--- src/rtl/hdc_pkg.sv ---
// Shared constants and types for the HDC classifier front end.
package hdc_pkg;

  // Frame geometry; 2**LEN_WIDTH must exceed MESSAGE_LENGTH so the
  // saturated count still fits in length_out.
  localparam int MESSAGE_LENGTH = 200;
  localparam int CHAR_LENGTH    = 8;
  localparam int LEN_WIDTH      = 8;

  // Label encoding understood by the classifier (2'b10 is unused).
  typedef enum logic [1:0] {
    LABEL_HAM          = 2'b00,
    LABEL_SPAM         = 2'b01,
    LABEL_INCONCLUSIVE = 2'b11
  } label_e;

  // Loader frame state.
  typedef enum logic [1:0] {
    FILL  = 2'b00,
    DRAIN = 2'b01,
    HOLD  = 2'b10
  } loader_state_e;

endpackage : hdc_pkg

--- src/rtl/char_packer.sv ---
// Message buffer for the stream loader: writes one character into its
// MSB-first byte lane per accepted beat, or clears the whole frame.
module char_packer #(
  parameter int MESSAGE_LENGTH = hdc_pkg::MESSAGE_LENGTH,
  parameter int CHAR_LENGTH    = hdc_pkg::CHAR_LENGTH,
  parameter int LEN_WIDTH      = hdc_pkg::LEN_WIDTH
) (
  input  logic                                  clk,
  input  logic                                  reset,
  input  logic                                  clear,
  input  logic                                  wr_en,
  input  logic [LEN_WIDTH-1:0]                  wr_idx,
  input  logic [CHAR_LENGTH-1:0]                wr_data,
  output logic [CHAR_LENGTH*MESSAGE_LENGTH-1:0] msg
);

  import hdc_pkg::*;

  localparam int MSG_W = CHAR_LENGTH * MESSAGE_LENGTH;

  logic [MSG_W-1:0] msg_q;
  logic [MSG_W-1:0] msg_d;

  // Lane decode: index 0 lands in the top byte, later characters move down.
  always_comb begin
    // NOTE: every combinational output gets a default first, otherwise paths
    // that do not assign it would infer a latch.
    msg_d = msg_q;
    if (clear) begin
      msg_d = '0;
    end else if (wr_en) begin
      for (int i = 0; i < MESSAGE_LENGTH; i++) begin
        if (wr_idx == LEN_WIDTH'(i)) begin
          msg_d[CHAR_LENGTH*(MESSAGE_LENGTH-1-i) +: CHAR_LENGTH] = wr_data;
        end
      end
    end
  end

  // Frame storage register.
  always_ff @(posedge clk) begin
    // NOTE: this wide buffer is reset on purpose: unwritten lanes must read
    // as zero, so it cannot be treated as a don't-care memory.
    if (reset) begin
      msg_q <= '0;
    end else begin
      msg_q <= msg_d;
    end
  end

  assign msg = msg_q;

endmodule : char_packer

--- src/rtl/msg_stream_loader.sv ---
// Streaming character loader for the HDC classifier: accepts bytes over a
// valid/ready handshake, packs them MSB-first into one frame word, counts
// them, captures the expected tag and presents the finished frame.
module msg_stream_loader #(
  parameter int MESSAGE_LENGTH = hdc_pkg::MESSAGE_LENGTH,
  parameter int CHAR_LENGTH    = hdc_pkg::CHAR_LENGTH,
  parameter int LEN_WIDTH      = hdc_pkg::LEN_WIDTH
) (
  input  logic                                  clk,
  input  logic                                  reset,
  // character stream in
  input  logic                                  char_valid,
  input  logic [CHAR_LENGTH-1:0]                char_data,
  input  logic                                  char_last,
  input  logic [1:0]                            char_tag,
  output logic                                  char_ready,
  // frame out
  output logic [CHAR_LENGTH*MESSAGE_LENGTH-1:0] msg_out,
  output logic [LEN_WIDTH-1:0]                  length_out,
  output logic [1:0]                            tag_out,
  output logic                                  overflow,
  output logic                                  msg_valid,
  input  logic                                  msg_ready
);

  import hdc_pkg::*;

  localparam logic [LEN_WIDTH-1:0] LAST_IDX = LEN_WIDTH'(MESSAGE_LENGTH - 1);

  loader_state_e        state_q, state_d;
  logic [LEN_WIDTH-1:0] count_q, count_d;
  logic [1:0]           tag_q, tag_d;
  logic                 overflow_q, overflow_d;
  logic                 char_ready_q, char_ready_d;
  logic                 msg_valid_q, msg_valid_d;

  logic beat_xfer;
  logic frame_xfer;
  logic pack_wr;
  logic pack_clear;

  assign beat_xfer  = char_valid && char_ready_q;
  assign frame_xfer = msg_valid_q && msg_ready;

  // Next-state and next-output logic of the frame FSM.
  always_comb begin
    state_d    = state_q;
    count_d    = count_q;
    tag_d      = tag_q;
    overflow_d = overflow_q;
    pack_wr    = 1'b0;
    pack_clear = 1'b0;

    unique case (state_q)
      FILL: begin
        if (beat_xfer) begin
          pack_wr = 1'b1;
          count_d = count_q + LEN_WIDTH'(1);
          if (char_last) begin
            // A last beat that also fills the buffer is not an overflow.
            tag_d   = char_tag;
            state_d = HOLD;
          end else if (count_q == LAST_IDX) begin
            state_d = DRAIN;
          end
        end
      end

      DRAIN: begin
        // Buffer is full: keep accepting so the source can finish the frame,
        // but drop the bytes and flag the truncation.
        if (beat_xfer) begin
          overflow_d = 1'b1;
          if (char_last) begin
            tag_d   = char_tag;
            state_d = HOLD;
          end
        end
      end

      HOLD: begin
        // Outputs frozen until the consumer takes the frame; the next
        // frame starts from an empty buffer one cycle later.
        if (frame_xfer) begin
          pack_clear = 1'b1;
          count_d    = '0;
          overflow_d = 1'b0;
          state_d    = FILL;
        end
      end

      default: begin
        state_d = FILL;
      end
    endcase

    // Handshake outputs are registered and follow the next state.
    char_ready_d = (state_d != HOLD);
    msg_valid_d  = (state_d == HOLD);
  end

  // Frame FSM state and registered outputs; reset wins over both handshakes.
  always_ff @(posedge clk) begin
    // NOTE: sequential state uses non-blocking assignments so every flop
    // samples its pre-edge inputs regardless of evaluation order.
    if (reset) begin
      state_q      <= FILL;
      count_q      <= '0;
      tag_q        <= '0;
      overflow_q   <= 1'b0;
      char_ready_q <= 1'b1;
      msg_valid_q  <= 1'b0;
    end else begin
      state_q      <= state_d;
      count_q      <= count_d;
      tag_q        <= tag_d;
      overflow_q   <= overflow_d;
      char_ready_q <= char_ready_d;
      msg_valid_q  <= msg_valid_d;
    end
  end

  char_packer #(
    .MESSAGE_LENGTH (MESSAGE_LENGTH),
    .CHAR_LENGTH    (CHAR_LENGTH),
    .LEN_WIDTH      (LEN_WIDTH)
  ) u_char_packer (
    .clk     (clk),
    .reset   (reset),
    .clear   (pack_clear),
    .wr_en   (pack_wr),
    .wr_idx  (count_q),
    .wr_data (char_data),
    .msg     (msg_out)
  );

  assign char_ready = char_ready_q;
  assign length_out = count_q;
  assign tag_out    = tag_q;
  assign overflow   = overflow_q;
  assign msg_valid  = msg_valid_q;

endmodule : msg_stream_loader

--- config.mk ---
export PLATFORM = sky130hd
export DESIGN_NAME = msg_stream_loader
export DESIGN_NICKNAME = d
export VERILOG_FILES = /design/src/rtl/hdc_pkg.sv /design/src/rtl/char_packer.sv /design/src/rtl/msg_stream_loader.sv
export SDC_FILE = /design/constraint.sdc
export NUM_CORES = 2
export LEC_CHECK = 0
export CAP_MARGIN = 20
export CORE_AREA = 2 2 634 636
export DETAILED_ROUTE_END_ITERATION = 8
export DIE_AREA = 0 0 636 638
export GPL_TIMING_DRIVEN = 0
export SLEW_MARGIN = 20
export SYNTH_ARGS = -nofsm -noshare
export SYNTH_HDL_FRONTEND = slang
export SYNTH_SLANG_ARGS = --single-unit
--- constraint.sdc ---
create_clock -name clk -period 2.2 [get_ports clk]
set_input_delay 0.22 -clock clk [delete_from_list [all_inputs] [get_ports clk]]
set_output_delay 0.22 -clock clk [all_outputs]
set_load 0.05 [all_outputs]
==> results.md <==
* Outcome: complete, but fails checks
* Failing checks: negative setup slack
* Clock skew at 0.0736 ns
* IO Pins at 1628
* Final Hold Fails at 0
* Largest stage delay on the critical path at 0.36 ns
* Total Die Area at 0.406 mm^2
* Combinational share of power at 0.087
* Leakage power at 0.0601 uW
* Iter 0 DRT Violations at 4563
* Clk_lat worst skew at 0.92 ns
* DRT Pass-1 Iters at 5
* Crit Path Class: register to register
* Cell Count Post-Placement at between 10k and 15k
* Sequential area share after synthesis at 0.600
* Global route total overflow at 0
* Initial Utilization at 0.135
* Ys flop type: dfxtp_1
* FP Rows at roughly 230
* Post-synth ARST share at 0
* Area of the core at 0.399 mm^2
* Sw Pwr at about 18000 uW
* Sw Share at 0.265
* Clock Tree Buf Depth at 4
* Synth-to-Final Area Change at 83.4%
* Buffers on Ports at about 1.6k
* Via/cell ratio at 4.28
* Post-synthesis cell type count at 51
* Die Y at 638 um
* Max Cap Viol at 0
* Fraction of layout cells with a size suffix above 1 at 0.219
* WHS Path Cells at 4
* Post-Synthesis Cells at between 5k and 6k
* Synth Register Bits at 1615
* Worst Path Required at 2.92 ns
* Critical Path, Cell by Cell: buf_4, nor4bb_1, buf_4, buf_12, nand4_4, clkbuf_4, nand3_1, o21ai_0
* Clk root buf: clkbuf_16
* Setup violators final at 10
* Routed Antenna Nets at 0
* Final net count at 8057
* Clock transition at path regs at 0.06 ns
* Worst hold path type: input pin to register
* Fin area at 0.0989 mm^2
* CTS tree: done
* Dpl hpwl at ~320000 um
* Max-slew violations at 0
* Syn nets at 5775
* Final Cycle Share at 1.02
* Final setup TNS at -0.125 ns
* Drt wl/cell at roughly 33 um
* CP startpoint kind: register
* YS warnings at 0
* Least-Margin Pin Slew at 0.906 ns
* RSZ-0062 raised after global routing: true
* Slew headroom at 0.396
* Crit-path most repeated cell: buf_4
* Mapped cell area at 0.0539 mm^2
* P_int at roughly 50000 uW
* DP Area at 0.0776 mm^2
* Initial antenna violation count at 57
* Pwr Density at about 690 mW/mm^2
* Final core occ at 0.248
* VDD IR max at 647 uV
* Sequential power share at 0.431
* Clock Power Share at 0.482
* Global-route wire length before repair at roughly 550000 um
* Routed vias at 57.7k
* CP max FO at 10
* Crit path capture type: register
* Largest net degree at the start of global routing at 17
* Period minus WS final at 2.23 ns
* Slowest cell on crit path: dfxtp_4
* Crit path DAT at 2.96 ns
* Num CTS Buffers at roughly 190
* Total clock sinks at 1615
* H-Tree Depth at 4
* Residual DRC at 0
* GRT Overall Usage at 0.206
* Die X at 636 um
* Syn Area/Cell at between 9 and 10 um^2
* EDFF count, synth at 0
* Reg2reg path depth at 8
* Vias in the first global route at 53.1k
* FMAX at 448 MHz
* Final GP Congestion at approximately 0.9
* Layout Cells excl Fill at 13.5k
* Slack of the critical path at -0.0335 ns
* Final WL at 448000 um
[power by group through the flow]
| stage | Sequential (uW) | Clock [uW] | Combinational (uW) |
|---|---|---|---|
| finish | 29300 | 32700 | 5910 |
| global route | 29300 | 34200 | 6060 |
| CTS | 29300 | 33200 | 5610 |
| detailed placement | 29900 | 0 | 3850 |
| global placement | 29900 | 0 | 3670 |
| floorplan | 30100 | 0 | 1130 |
[layout by cell type (no fill, tap or decap), types with 27 or more instances in the layout]
| master | Yosys | final |
|---|---|---|
| dlymetal6s2s_1 | 0 | 1418 |
| o21ai_0 | 1557 | 1091 |
| nand3_2 | 16 | 67 |
| clkbuf_16 | 0 | 309 |
| dfxtp_1 | 1615 | 1606 |
| clkbuf_2 | 2 | 126 |
| buf_2 | 171 | 108 |
| nand4_1 | 107 | 107 |
| clkbuf_8 | 1 | 91 |
| buf_4 | 21 | 332 |
| nand3_1 | 1636 | 1549 |
| o21ai_2 | 0 | 134 |
| clkbuf_4 | 0 | 65 |
| dlygate4sd2_1 | 0 | 93 |
| clkbuf_1 | 377 | 62 |
| nand3_4 | 0 | 36 |
| buf_12 | 1 | 123 |
| buf_8 | 0 | 36 |
| clkdlybuf4s15_1 | 0 | 27 |
| buf_6 | 21 | 101 |
| diode_2 | 0 | 27 |
| buf_16 | 0 | 65 |
| nand4_4 | 33 | 44 |
| clkinv_2 | 0 | 27 |
| o21ai_1 | 45 | 376 |
[worst paths after layout]
check	from	to	slack (ns)
max	length_out[6]	u_char_packer.msg[183]	-0.03
min	msg_ready	state_q[1]	0.12
max reg2reg	length_out[6]	u_char_packer.msg[183]	-0.03
min reg2reg	u_char_packer.msg[228]	u_char_packer.msg[228]	0.45
[routing by layer]
metal | routed length [um] | vias up | track usage
li1 | - | 25400 | -
met1 | 172000 | 28600 | 0.236
met2 | 216000 | 2970 | 0.358
met3 | 31600 | 769 | 0.0454
met4 | 28900 | 4 | 0.105
met5 | 33 | - | 0
[critical path, delay by kind of cell, from the launching register on]
family	cells	cell delay (ns)
compound gates	1	0.10
buf+inv	4	0.90
flops	1	0.36
simple gates	3	0.64
[state kept, by name, indices dropped and copies added, names as in the netlist]
name and count:
u_char_packer.msg 1600, length_out 8, state_q 2, tag_out 2, char_ready 1, msg_valid 1, overflow 1
[repair_timing]
item | 4_1_cts | 5_1_grt
gates resized for setup | 1537 | 2595
cloned | 75 | 24
setup endpoints to repair | 3211 | 3068
hold buffers | 5 | 0
pin swaps | 149 | 127
buffers inserted | 237 | 134
hold endpoints to repair | 4 | 0
[cells by family after synthesis]
kind of cell	Yosys count	synth area share
adders and majority gates	4	0.000928
muxes	1	0.000186
DFF	1615	0.600
AOI/OAI and AO/OA	1614	0.150
buffers and inverters	642	0.0536
xor gates and xnor gates	4	0.000650
and+or+nand+nor	1876	0.195
[area by class of cell]
| type | instances | area, um^2 |
|---|---|---|
| plain buffers | 614 | 7210 |
| clock inverters | 85 | 1040 |
| clock buffers | 253 | 5340 |
| repair buffers | 2119 | 26000 |
| multi-input cells | 3499 | 20300 |
| well taps | 5265 | 6590 |
| diodes | 27 | 67.6 |
| inverters | 4 | 15.0 |
| fillers | 42500 | 300000 |
| flip-flops and latches | 1615 | 32400 |
[cells in the mapped netlist, types with 5 or more instances]
library cell	n	area, um^2
and4b_1	5	50.1
dfxtp_1	1615	32300
nand4_4	33	702
clkbuf_1	377	1420
and4bb_2	6	75.1
o21ai_0	1557	7790
buf_2	171	856
nor4b_4	5	119
nand3_2	16	160
buf_6	21	236
nand4_2	12	150
nand4_1	107	669
buf_4	21	158
buf_1	44	165
nor2_1	8	30.0
and3_1	5	31.3
nand3_1	1636	8190
o21ai_1	45	225
nand2_1	17	63.8
[metrics by stage]
stage	power [uW]	setup slack, ns	hold WS [ns]
after floorplan	31200	0.00744	0.368
after global placement	33600	-4.19	0.448
after detailed placement	33800	-2.40	0.452
after CTS	68100	-0.258	0.0152
after global routing	69500	-0.0702	0.0923
final	67900	-0.0335	0.123
Power figures use the tool's default switching activity.
